===== src/rtl/count_mon_pkg.sv =====
// Shared types and helpers for the counter sequence monitor.
//   state_e    : monitor lock state
//   count_max  : largest value of a w-bit counter (2^w - 1), valid for w < 32
//   next_count : modulo-2^w successor of v
package count_mon_pkg;

  typedef enum logic [1:0] {
    StUnlocked = 2'd0,
    StAcquire  = 2'd1,
    StLocked   = 2'd2
  } state_e;

  function automatic logic [31:0] count_max(input int unsigned w);
    return (32'd1 << w) - 32'd1;
  endfunction

  function automatic logic [31:0] next_count(input int unsigned w, input logic [31:0] v);
    return (v + 32'd1) & count_max(w);
  endfunction

endpackage


===== src/rtl/sat_counter.sv =====
// Statistics counter with synchronous clear and optional saturation.
//   clk_i    : clock, rising edge
//   rst_ni   : asynchronous active-low reset, clears the count
//   clr_i    : synchronous clear, wins over a coincident increment
//   inc_i    : add one this cycle
//   sat_en_i : 1 = stick at all-ones, 0 = wrap modulo 2^Width
//   cnt_o    : current count
module sat_counter #(
  parameter int unsigned Width = 8
) (
  input  logic             clk_i,
  input  logic             rst_ni,
  input  logic             clr_i,
  input  logic             inc_i,
  input  logic             sat_en_i,
  output logic [Width-1:0] cnt_o
);

  logic [Width-1:0] cnt_q, cnt_d;

  always_comb begin
    cnt_d = cnt_q;
    if (clr_i) begin
      cnt_d = '0;
    end else if (inc_i && !(sat_en_i && (cnt_q == '1))) begin
      cnt_d = cnt_q + Width'(1);
    end
  end

  always_ff @(posedge clk_i or negedge rst_ni) begin
    if (!rst_ni) begin
      cnt_q <= '0;
    end else begin
      cnt_q <= cnt_d;
    end
  end

  assign cnt_o = cnt_q;

endmodule


===== src/rtl/count_seq_monitor.sv =====
// Downstream checker for a free-running W-bit up-counter. Locks onto the
// modulo-2^W increment sequence and reports lock, sequence errors, counter
// resets and wraps. All outputs are registered (one cycle after sampling).
// Optional build macro: COUNT_MON_HOLD_EN -- accept count_in == previous
// sample as a legal hold (no error in LOCKED, match run kept in ACQUIRE).
//   clk_i        : clock, rising edge
//   rst_ni       : asynchronous active-low reset
//   count_in_i   : monitored counter value
//   in_valid_i   : count_in_i is sampled only when high
//   clr_i        : synchronous clear of err_cnt_o, wrap_cnt_o, err_sticky_o
//   locked_o     : high while locked
//   err_pulse_o  : one-cycle pulse on a sequence error
//   rst_seen_o   : one-cycle pulse when a counter reset is detected
//   err_sticky_o : set on any error until clr_i or reset
//   err_cnt_o    : saturating error count
//   wrap_cnt_o   : wrap count, modulo 2^ERR_W
module count_seq_monitor
  import count_mon_pkg::*;
#(
  parameter int unsigned W           = 2,
  parameter int unsigned ERR_W       = 8,
  parameter int unsigned LOCK_CYCLES = 2
) (
  input  logic             clk_i,
  input  logic             rst_ni,
  input  logic [W-1:0]     count_in_i,
  input  logic             in_valid_i,
  input  logic             clr_i,
  output logic             locked_o,
  output logic             err_pulse_o,
  output logic             rst_seen_o,
  output logic             err_sticky_o,
  output logic [ERR_W-1:0] err_cnt_o,
  output logic [ERR_W-1:0] wrap_cnt_o
);

  localparam int unsigned McW = $clog2(LOCK_CYCLES + 1);

  state_e           state_q, state_d;
  logic [W-1:0]     prev_q, prev_d;
  logic [McW-1:0]   match_q, match_d;
  logic             err_pulse_q, err_pulse_d;
  logic             rst_seen_q, rst_seen_d;
  logic             sticky_q, sticky_d;
  logic             wrap_inc;

  logic [W-1:0] nxt, max_v;
  logic         is_next, hold_ok;

  assign nxt     = W'(next_count(W, 32'(prev_q)));
  assign max_v   = W'(count_max(W));
  assign is_next = (count_in_i == nxt);
`ifdef COUNT_MON_HOLD_EN
  assign hold_ok = (count_in_i == prev_q);
`else
  assign hold_ok = 1'b0;
`endif

  always_comb begin
    state_d     = state_q;
    prev_d      = prev_q;
    match_d     = match_q;
    err_pulse_d = 1'b0;
    rst_seen_d  = 1'b0;
    wrap_inc    = 1'b0;
    if (in_valid_i) begin
      prev_d = count_in_i;
      unique case (state_q)
        StUnlocked: begin
          state_d = StAcquire;
          match_d = '0;
        end
        StAcquire: begin
          if (is_next) begin
            if (32'(match_q) + 32'd1 >= LOCK_CYCLES) begin
              state_d = StLocked;
              match_d = '0;
            end else begin
              match_d = match_q + McW'(1);
            end
          end else if (!hold_ok) begin
            match_d = '0;
          end
        end
        StLocked: begin
          if (is_next) begin
            wrap_inc = (prev_q == max_v);
          end else if (hold_ok) begin
            // Legal hold: stay locked, nothing reported.
          end else if (count_in_i == '0) begin
            // prev != MAX is implied here, otherwise 0 would have been nxt.
            rst_seen_d = 1'b1;
            state_d    = StAcquire;
            match_d    = '0;
          end else begin
            err_pulse_d = 1'b1;
            state_d     = StAcquire;
            match_d     = '0;
          end
        end
        default: begin
          state_d = StUnlocked;
          match_d = '0;
        end
      endcase
    end
    // clr only touches statistics; the pulses above still fire.
    sticky_d = clr_i ? 1'b0 : (sticky_q | err_pulse_d);
  end

  always_ff @(posedge clk_i or negedge rst_ni) begin
    if (!rst_ni) begin
      state_q     <= StUnlocked;
      prev_q      <= '0;
      match_q     <= '0;
      err_pulse_q <= 1'b0;
      rst_seen_q  <= 1'b0;
      sticky_q    <= 1'b0;
    end else begin
      state_q     <= state_d;
      prev_q      <= prev_d;
      match_q     <= match_d;
      err_pulse_q <= err_pulse_d;
      rst_seen_q  <= rst_seen_d;
      sticky_q    <= sticky_d;
    end
  end

  sat_counter #(
    .Width (ERR_W)
  ) u_err_cnt (
    .clk_i    (clk_i),
    .rst_ni   (rst_ni),
    .clr_i    (clr_i),
    .inc_i    (err_pulse_d),
    .sat_en_i (1'b1),
    .cnt_o    (err_cnt_o)
  );

  sat_counter #(
    .Width (ERR_W)
  ) u_wrap_cnt (
    .clk_i    (clk_i),
    .rst_ni   (rst_ni),
    .clr_i    (clr_i),
    .inc_i    (wrap_inc),
    .sat_en_i (1'b0),
    .cnt_o    (wrap_cnt_o)
  );

  assign locked_o     = (state_q == StLocked);
  assign err_pulse_o  = err_pulse_q;
  assign rst_seen_o   = rst_seen_q;
  assign err_sticky_o = sticky_q;

endmodule

===== config.mk =====
export PLATFORM = sky130hd
export DESIGN_NAME = count_seq_monitor
export DESIGN_NICKNAME = d
export VERILOG_FILES = /design/src/rtl/count_mon_pkg.sv /design/src/rtl/sat_counter.sv /design/src/rtl/count_seq_monitor.sv
export SDC_FILE = /design/constraint.sdc
export NUM_CORES = 1
export LEC_CHECK = 0
export BUFFER_PORTS_ARGS = -buffer_cell sky130_fd_sc_hd__buf_4
export CAP_MARGIN = 20
export CORE_MARGIN = 2
export CORE_UTILIZATION = 57
export CTS_BUF_LIST = sky130_fd_sc_hd__clkbuf_4 sky130_fd_sc_hd__clkbuf_8
export DETAILED_ROUTE_END_ITERATION = 8
export GPL_TIMING_DRIVEN = 0
export PLACE_DENSITY = 0.81
export SLEW_MARGIN = 10
export SYNTH_ARGS = -nofsm -noshare
export SYNTH_HDL_FRONTEND = slang
export SYNTH_HIERARCHICAL = 1
export SYNTH_SLANG_ARGS = --single-unit

===== constraint.sdc =====
create_clock -name clk_i -period 2.95 [get_ports clk_i]
set_input_delay 0.4425 -clock clk_i [delete_from_list [all_inputs] [get_ports clk_i]]
set_output_delay 0.4425 -clock clk_i [all_outputs]
set_load 0.03 [all_outputs]

# Word-level counts from Yosys, hierarchy flattened
# Index checks and enable logic that the tools add are counted.
totals:
  ff_bits: 25
  out_inout_bits: 20
classes:
  n_eq_ne: 8
  bitwise: 1
  addsub: 5
  muxes: 24
  reduce_logical: 8
  magnitude_cmp: 1
ops:
  columns: ["cell", "count"]
  rows:
  - ["8-bit two-way mux", 4]
  - ["8-bit by 1-bit adder with 8-bit output, second input constant", 2]
  - ["1-bit two-way mux", 12]
  - ["2-bit two-way mux", 6]
  - ["8-bit equality test, second input constant", 1]
  - ["2-bit != test, second input constant", 3]
  - ["2-bit case mux with 3 select lines", 1]
  - ["2-bit by 1-bit adder with 2-bit output, second input constant", 2]
  - ["2-bit equality test, second input constant", 2]
  - ["2-bit zero test", 2]
  - ["2-bit case mux with 2 select lines", 1]
  - ["4-bit AND reduction", 1]
  - ["2-bit nonzero test", 2]
  - ["2-bit by 1-bit adder with 3-bit output, second input constant", 1]
  - ["3-bit by 2-bit greater-or-equal comparator with 1-bit output, second input constant", 1]
  - ["2-bit by 1-bit equality test with 1-bit output, second input constant", 1]
  - ["2-bit equality test", 1]
  - ["2-bit AND reduction", 1]
  - ["1-bit logical AND", 1]
  - ["1-bit zero test", 1]
  - ["1-bit bitwise OR", 1]

# Logic depth before layout (Yosys ltp)
# Gate-level depths: netlist of run 1.
logic_depth:
  depth_word: 8
  mapped_depth: 7

# Cells and area by module
# Netlist of run 1, hierarchy kept.
by_module_without_submodules:
  columns: ["mod", "instances", "area_per_inst_um2", "cells_per_inst"]
  rows:
  - ["sat_counter", 2, 470.5, 45]
  - ["count_seq_monitor", 1, 470.5, 42]

# Worst setup path before layout of run 1
# OpenSTA, ideal clock, no wires.
synth_timing:
  path_kind: "flip-flop to flip-flop"
  startpoint: "register state_q[0]"
  endpoint: "register u_err_cnt.cnt_q[4] (netlist: u_err_cnt/cnt_o[4])"
  required_ns: 2.825
  period_less_slack_ns: 2.383
  arrival_ns: 2.258
  setup_slack_ns: 0.567
  path_buffers: 0
  path_stages_with_launch: 7
  cell_sequence: "dfrtp_1 nor2b_1 nand2_1 nor3_1 nand3_1 a211oi_2 mux2_4"
synth_via:
  elab_chain_cells: 5
synth_lines:
  columns: ["element", "line_no", "text"]
  rows:
  - ["from (decl)", "count_seq_monitor.sv:39", "state_e state_q, state_d;"]
  - ["from (signal assigned)", "count_seq_monitor.sv:113", "state_q <= StUnlocked;"]
  - ["from (signal assigned)", "count_seq_monitor.sv:120", "state_q <= state_d;"]
  - ["2-bit equality test", null, null]
  - ["via locked_o", "count_seq_monitor.sv:29", "output logic locked_o,"]
  - ["1-bit two-way mux", "count_seq_monitor.sv:68", "unique case (state_q)"]
  - ["1-bit two-way mux", "count_seq_monitor.sv:66", "if (in_valid_i) begin"]
  - ["via err_pulse_d", "count_seq_monitor.sv:42", "logic err_pulse_q, err_pulse_d;"]
  - ["1-bit logical AND", "sat_counter.sv:25", "end else if (inc_i && !(sat_en_i && (cnt_q == '1))) begin"]
  - ["2-bit nonzero test (no line)", null, null]
  - ["to (signal assigned)", "sat_counter.sv:34", "cnt_q <= cnt_d;"]
  - ["to (decl)", "sat_counter.sv:19", "logic [Width-1:0] cnt_q, cnt_d;"]
# The timed path passes the listed nets, and every way through them passes these cells.
# A chain may end at the register's enable or synchronous reset.

# Worst setup path after layout of run 1
layout_timing:
  startpoint: "register prev_q[0]"
  endpoint: "register u_err_cnt.cnt_q[4] (netlist: u_err_cnt/cnt_o[4])"
layout_via:
  elab_chain_cells: 7
layout_lines:
  columns: ["element", "line_no", "text"]
  rows:
  - ["from (decl)", "count_seq_monitor.sv:40", "logic [W-1:0] prev_q, prev_d;"]
  - ["from (signal assigned)", "count_seq_monitor.sv:121", "prev_q <= prev_d;"]
  - ["2-bit by 1-bit adder with 2-bit output", "count_mon_pkg.sv:18", "return (v + 32'd1) & count_max(w);"]
  - ["2-bit equality test", "count_seq_monitor.sv:52", "assign is_next = (count_in_i == nxt);"]
  - ["1-bit two-way mux", "count_seq_monitor.sv:86", "if (is_next) begin"]
  - ["1-bit two-way mux", "count_seq_monitor.sv:68", null]
  - ["1-bit two-way mux", "count_seq_monitor.sv:66", null]
  - ["via err_pulse_d", "count_seq_monitor.sv:42", null]
  - ["1-bit logical AND", "sat_counter.sv:25", null]
  - ["2-bit nonzero test (no line)", null, null]
# The timed path passes the listed nets, and every way through them passes these cells.

==> flow_summary.yaml, run 1 <==
finish:
  syn_to_final_growth_pct: 17.9
  antennaDiodeCount: 0
  final_common_cell: "dfrtp_1"
  drive_gt1_share_pct: 30.0
  nets: 171
  n_fill_cell: 186
  layout_common_cells: "25 x dfrtp_1, 24 x buf_4, 10 x nand2_1"
die:
  row_count: 18
  dieHeight_um: 53.8
  dieArea_um2: 2890
  initial_core_util_pct: 58.6
  core_um2: 2410
  dieWidth_um: 53.8
  io_pins: 26
power_and_ir_drop:
  ir_drop_mv: 0.370
  fin_total_pwr_uw: 663
  p_clk_share_pct: 24.8
  p_sw_uw: 192
  p_int_uw: 471
  combPwrFrac_pct: 17.3
  switching_share_pct: 29.0
  pwr-share-seq_pct: 57.9
  leakagePower_nw: 0.727
  power.density_nw_per_um2: 399
sta:
  maxSlewViolCount: 0
  min_period_over_period_pct: 87.0
  timing.hold.ws_ns: -0.00257
  setup_tns_ns: 0
  period_minus_slack_ns: 2.57
  setup_viol: 0
  clock_skew_ns: 0.00185
  rsz0062_at_grt: "no"
  hold_violations: 3
  max_clock_freq_mhz: 390
detailed_routing:
  wl_per_cell_um: 15.1
  postRouteAntennaNets: 0
  first_pass_iters: 4
  drc: 0
  vias: 1150
  drtIter0Drc: 38
  wirelength_um: 2870
  post_drt_via_cell_ratio: 6.05
logic_synthesis:
  synth_top_flop_cell: "dfrtp_1"
  syn_nets: 142
  async_flop_share_pct: 100
  ys_seq_elements: 25
  syn-mean-instance-area_um2: 10.7
  synth_edf_count: 0
  yosysWarnings: 6
  ys_seq_area_share_pct: 44.3
  syn_inst: 132
  netlist_area_um2: 1410
  ys_types: 35
worst_setup_path:
  cp_data_arrival_time_ns: 2.79
  slowest_delay_ns: 0.43
  path_delay_family: "simple AND/OR/NAND/NOR gates"
  slowest_stage: "dfrtp_1"
  crit_buf_inv: 0
  required_ns: 3.17
  reg2reg_depth: 7
  r2r_slack_ns: 0.38
  cp.depth: 7
  r2r-start: "prev_q[0]$_DFFE_PN0P_"
  worst-setup-path-type: "register to register"
  timing.rr.end: "u_err_cnt/cnt_o[4]$_DFFE_PN0P_"
  cp-start-kind: "register"
  crit_chain: "ha_1 -> xor2_1 -> nor2_2 -> nor3_2 -> nand3_1 -> a211oi_2 -> mux2_4"
  path_max_fanout: 7
  worst_setup_path_end_kind: "register"
clock_tree:
  cts.sinks: 25
  root_buffer: "clkbuf_4"
  clkTransAtPathRegs_ns: 0.13
  clk-insertion-delay-late_ns: 0.32
  hold_buffers: 0
  cts_max_level: 1
  cts_tree: "yes"
  cts_inserted_buffers: 3
  clk_path_buf_depth: 2
  post-cts-setup-buffer-count: 0
  cts_resized: 0
global_route:
  grt_max_degree: 26
  antenna_found_initial: 0
  first_global_vias: 1036
  grt_use_total_pct: 21.9
  grt_pass1_wl_um: 4550
  overflow: 0
place:
  place_congestion: 0.908
  port_buffers: 24
  place_hpwl_um: 2060
outcome:
  status: "complete, but fails checks"
  violations: "negative hold slack"
hold_path:
  hold_class: "input port to async pin"
job:
  maxCapViolCount: 0
==> synth_stat cells (2+ instances only) <==
library cell / count / area share (%)
a21boi_2: 2 / 1.6
conb_1: 2 / 0.53
o21ai_0: 3 / 1.1
nor2_1: 5 / 1.3
ha_1: 4 / 3.5
mux2i_1: 2 / 1.4
nor2b_1: 5 / 2.2
dfrtp_1: 25 / 44
a211oi_1: 5 / 2.7
buf_6: 2 / 1.6
o41ai_2: 2 / 2.3
a31oi_1: 4 / 1.8
mux2_4: 4 / 4.3
nor3_1: 3 / 1.1
a21oi_1: 4 / 1.4
nor4_1: 2 / 0.89
nand4_1: 4 / 1.8
clkbuf_1: 3 / 0.80
mux2_2: 2 / 1.6
inv_1: 7 / 1.9
and4_4: 4 / 3.2
o41ai_1: 4 / 2.5
o311ai_0: 5 / 3.1
and4_1: 4 / 2.5
nand3_1: 5 / 1.8
nand2_1: 10 / 2.7
a211oi_2: 2 / 1.8
==> power groups by stage <==
stage	combinational (mW)	sequential (mW)	clock [mW]
5_1_grt	0.129	0.387	0.182
6_report	0.115	0.384	0.165
4_1_cts	0.115	0.384	0.173
2_1_floorplan	0.0771	0.388	0
3_5_place_dp	0.114	0.390	0
3_3_place_gp	0.108	0.389	0
==> logic make-up (layout without fill, tap and decap cells) <==
kind of cell | after synthesis | count (layout) | synth area share, %
mux | 8 | 8 | 7.27
flops | 25 | 25 | 44.3
other cells | 2 | 2 | 0.532
xor+xnor | 2 | 2 | 1.24
buf+inv | 12 | 40 | 4.26
simple gates | 45 | 45 | 18.8
compound gates | 34 | 34 | 20.0
fa+ha+maj | 4 | 4 | 3.55
==> metal layers <==
layer,vias up,global-route usage (%),part of all wire (%),routed length [µm]
met3,4,2.50,3.1,90
met1,560,27.8,46,1340
li1,564,-,-,-
met2,22,37.0,49,1410
met4,0,10.7,1.5,42
met5,-,0,0,0
==> through the flow <==
stage          instance area [µm²]  instances  worst slack (ns)  utilization [%]
2_1_floorplan                 1410        132             0.567                -
3_3_place_gp                  1630        186             0.232             67.6
3_5_place_dp                  1630        186             0.160             67.6
4_1_cts                       1660        190             0.137             68.8
5_1_grt                       1660        190             0.195             69.1
6_report                      1660        190             0.383             69.1
==> cell type report <==
cell class	instances	area [µm²]	area share (%)
repair buffers	24	180	10.8
well taps	30	37.5	2.26
flip-flops and latches	25	626	37.6
inverters	7	26.3	1.58
multi-input cells	95	731	43.9
plain buffers	5	33.8	2.03
clock buffers	4	30.0	1.80
==> state kept, by name, indices dropped and copies added (netlist names) <==
| register | flops |
|---|---|
| u_err_cnt/cnt_o | 8 |
| u_wrap_cnt/cnt_o | 8 |
| match_q | 2 |
| prev_q | 2 |
| state_q | 2 |
| err_pulse_o | 1 |
| err_sticky_o | 1 |
| rst_seen_o | 1 |
==> worst max-delay path by stage <==
stage	startpoint	end	slack, ns
6_report	prev_q[0]$_DFFE_PN0P_	u_err_cnt/cnt_o[4]$_DFFE_PN0P_	0.38
5_1_grt	prev_q[0]$_DFFE_PN0P_	u_err_cnt/cnt_o[4]$_DFFE_PN0P_	0.20
4_1_cts	prev_q[0]$_DFFE_PN0P_	u_err_cnt/cnt_o[4]$_DFFE_PN0P_	0.14
3_5_place_dp	prev_q[0]$_DFFE_PN0P_	u_err_cnt/cnt_o[4]$_DFFE_PN0P_	0.16
3_3_place_gp	prev_q[0]$_DFFE_PN0P_	u_err_cnt/cnt_o[4]$_DFFE_PN0P_	0.23
2_1_floorplan	state_q[0]$_DFFE_PN0P_	u_err_cnt/cnt_o[4]$_DFFE_PN0P_	0.57
(Power assumes the default switching activity.)
==> run 2: changes to the inputs <==
ABC_AREA = 1   (was not set)
CORE_UTILIZATION = 58   (was 57)
PLACE_DENSITY = 0.82   (was 0.81)
==> flow_summary.yaml, run 2 <==
finish:
  layout_common_cells: "50 x nand2_1, 25 x nand3_1, 25 x dfrtp_1"
  final_common_cell: "nand2_1"
  nets: 233
  syn_to_final_growth_pct: 16.9
  fin_area_um2: 1780
  antennaDiodeCount: 0
  drive_gt1_share_pct: 28.4
  n_fill_cell: 207
logic_synthesis:
  netlist_area_um2: 1530
  synth_top_flop_cell: "dfrtp_1"
  yosysTopAreaCellShare_pct: 41.0
  ys_seq_area_share_pct: 41.0
  syn_inst: 193
  yosysWarnings: 6
  ys_types: 23
  ys_top_cells_by_area: "dfrtp_1 41%, nand2_1 12%, nand3_1 8.2%"
  syn_nets: 203
  ys_top_cells_by_count: "50 x nand2_1, 25 x dfrtp_1, 25 x nand3_1"
  yosysTopAreaCell: "dfrtp_1"
  ys_seq_elements: 25
  synth_edf_count: 0
  async_flop_share_pct: 100
  yosysMostFrequentCell: "nand2_1"
  syn-mean-instance-area_um2: 7.91
place:
  dpl_cell_area_um2: 1740
  place_hpwl_um: 2340
  place_congestion: 0.812
  place_ws_ns: 1.07
  port_buffers: 24
sta:
  setup_viol: 0
  setup_slack_ns: 1.04
  maxSlewViolCount: 0
  min_period_over_period_pct: 64.9
  clock_skew_ns: 0.00416
  period_minus_slack_ns: 1.91
  max_clock_freq_mhz: 523
  rsz0062_at_grt: "no"
  hold_violations: 0
  setup_tns_ns: 0
  timing.hold.ws_ns: 0.354
global_route:
  grt_use_total_pct: 21.6
  first_global_vias: 1290
  overflow: 0
  antenna_found_initial: 0
  grt_pass1_wl_um: 5400
  grt_max_degree: 26
clock_tree:
  clk_path_buf_depth: 2
  post-cts-setup-buffer-count: 0
  clkTransAtPathRegs_ns: 0.13
  cts_inserted_buffers: 3
  root_buffer: "clkbuf_4"
  cts_tree: "yes"
  clk-insertion-delay-late_ns: 0.32
  cts.sinks: 25
  cts_max_level: 1
worst_setup_path:
  cp-start-kind: "register"
  worst-setup-path-type: "register to register"
  path_max_fanout: 9
  cp_data_arrival_time_ns: 2.18
  required_ns: 3.22
  worst_setup_path_end_kind: "register"
die:
  dieHeight_um: 55.3
  row_count: 18
  dieArea_um2: 3060
  io_pins: 26
  initial_core_util_pct: 61.6
  dieWidth_um: 55.3
  core_um2: 2480
outcome:
  status: "finished, final reports clean"
power_and_ir_drop:
  power.density_nw_per_um2: 407
  leakagePower_nw: 0.921
  ir_drop_mv: 0.359
detailed_routing:
  first_pass_iters: 4
  wl_per_cell_um: 12.4
  post_drt_via_cell_ratio: 5.17
  vias: 1302
  wirelength_um: 3130
  drtIter0Drc: 48
  postRouteAntennaNets: 0
  drc: 0
job:
  maxCapViolCount: 0
hold_path:
  hold_class: "input port to register"
## run 2: changes by cell type in the layout (fill, tap and decap cells not counted), sizes merged, moves of 7 or more
cell / delta
nand3: +23
a211oi: -7
and4: -8
inv: +15
nor2: +18
nand2: +54
## run 2: worst paths after layout
check	start	endpoint	slack (ns)	depth (start not counted)
worst max register to register	prev_q[0]$_DFFE_PN0P_	u_wrap_cnt/cnt_o[2]$_DFFE_PN0P_	1.04	10
max in group asynchronous	rst_ni	u_wrap_cnt/cnt_o[0]$_DFFE_PN0P_	2.16	2
worst min-delay path	clr_i	err_sticky_o$_DFF_PN0_	0.35	2
worst min register to register	match_q[1]$_DFFE_PN0P_	match_q[1]$_DFFE_PN0P_	0.50	2
min in group asynchronous	rst_ni	u_err_cnt/cnt_o[5]$_DFFE_PN0P_	0.55	2
worst max-delay path	prev_q[0]$_DFFE_PN0P_	u_wrap_cnt/cnt_o[2]$_DFFE_PN0P_	1.04	10
## run 2: metrics by stage
stage	power (mW)	utilization (%)	instances
2_1_floorplan	0.516	-	193
3_3_place_gp	0.558	70.4	247
3_5_place_dp	0.568	70.4	247
4_1_cts	0.733	72.0	252
5_1_grt	0.774	72.0	252
6_report	0.726	72.0	252
## run 2: kinds of logic (layout without fill, tap and decap cells)
| kind of cell | Yosys count | count (layout) | synth area share (%) |
|---|---|---|---|
| other | 2 | 2 | 0.492 |
| AO/OA/AOI/OAI | 12 | 12 | 4.43 |
| buffers and inverters | 23 | 52 | 5.74 |
| adder cells (fa/ha/maj) | 4 | 4 | 3.28 |
| XOR/XNOR | 6 | 6 | 3.44 |
| flip-flops | 25 | 25 | 41.0 |
| AND/OR/NAND/NOR | 121 | 121 | 41.6 |
## run 2: layout make-up
cell class	instances	area, µm²	share of cell area [%]
Inverter	22	82.6	4.63
Timing Repair Buffer	25	190	10.7
Buffer	1	5.00	0.281
Tap cell	30	37.5	2.10
Clock buffer	4	30.0	1.68
Sequential cell	25	626	35.1
Multi-Input combinational cell	145	813	45.6
## run 2: worst max-delay path: stages (launching register included)
cell	delay, ns
dfrtp_1	0.43
ha_1	0.32
inv_1	0.07
nand2_2	0.04
nand2_2	0.08
nand2_2	0.09
nor2_1	0.36
nand2_8	0.13
nor2_2	0.19
nand2_1	0.09
nand2_1	0.06
## run 2: layer usage
layer / part of all wire, % / global-route usage (%) / up-vias
li1: - / - / 667
met4: 1.3 / 10.5 / 0
met2: 51 / 36.7 / 32
met5: 0 / 0 / -
met1: 44 / 27.2 / 599
met3: 2.9 / 2.34 / 4
## run 2: timing repair
action                    in CTS  in global routing
gates resized for setup        0                  0
hold buffers                   1                  0
hold endpoints to repair      15                  0
## run 2: where the power goes
| part | switching (mW) | internal, mW |
|---|---|---|
| logic | 0.118 | 0.0582 |
| clock network | 0.102 | 0.0622 |
| registers | 0.0192 | 0.366 |
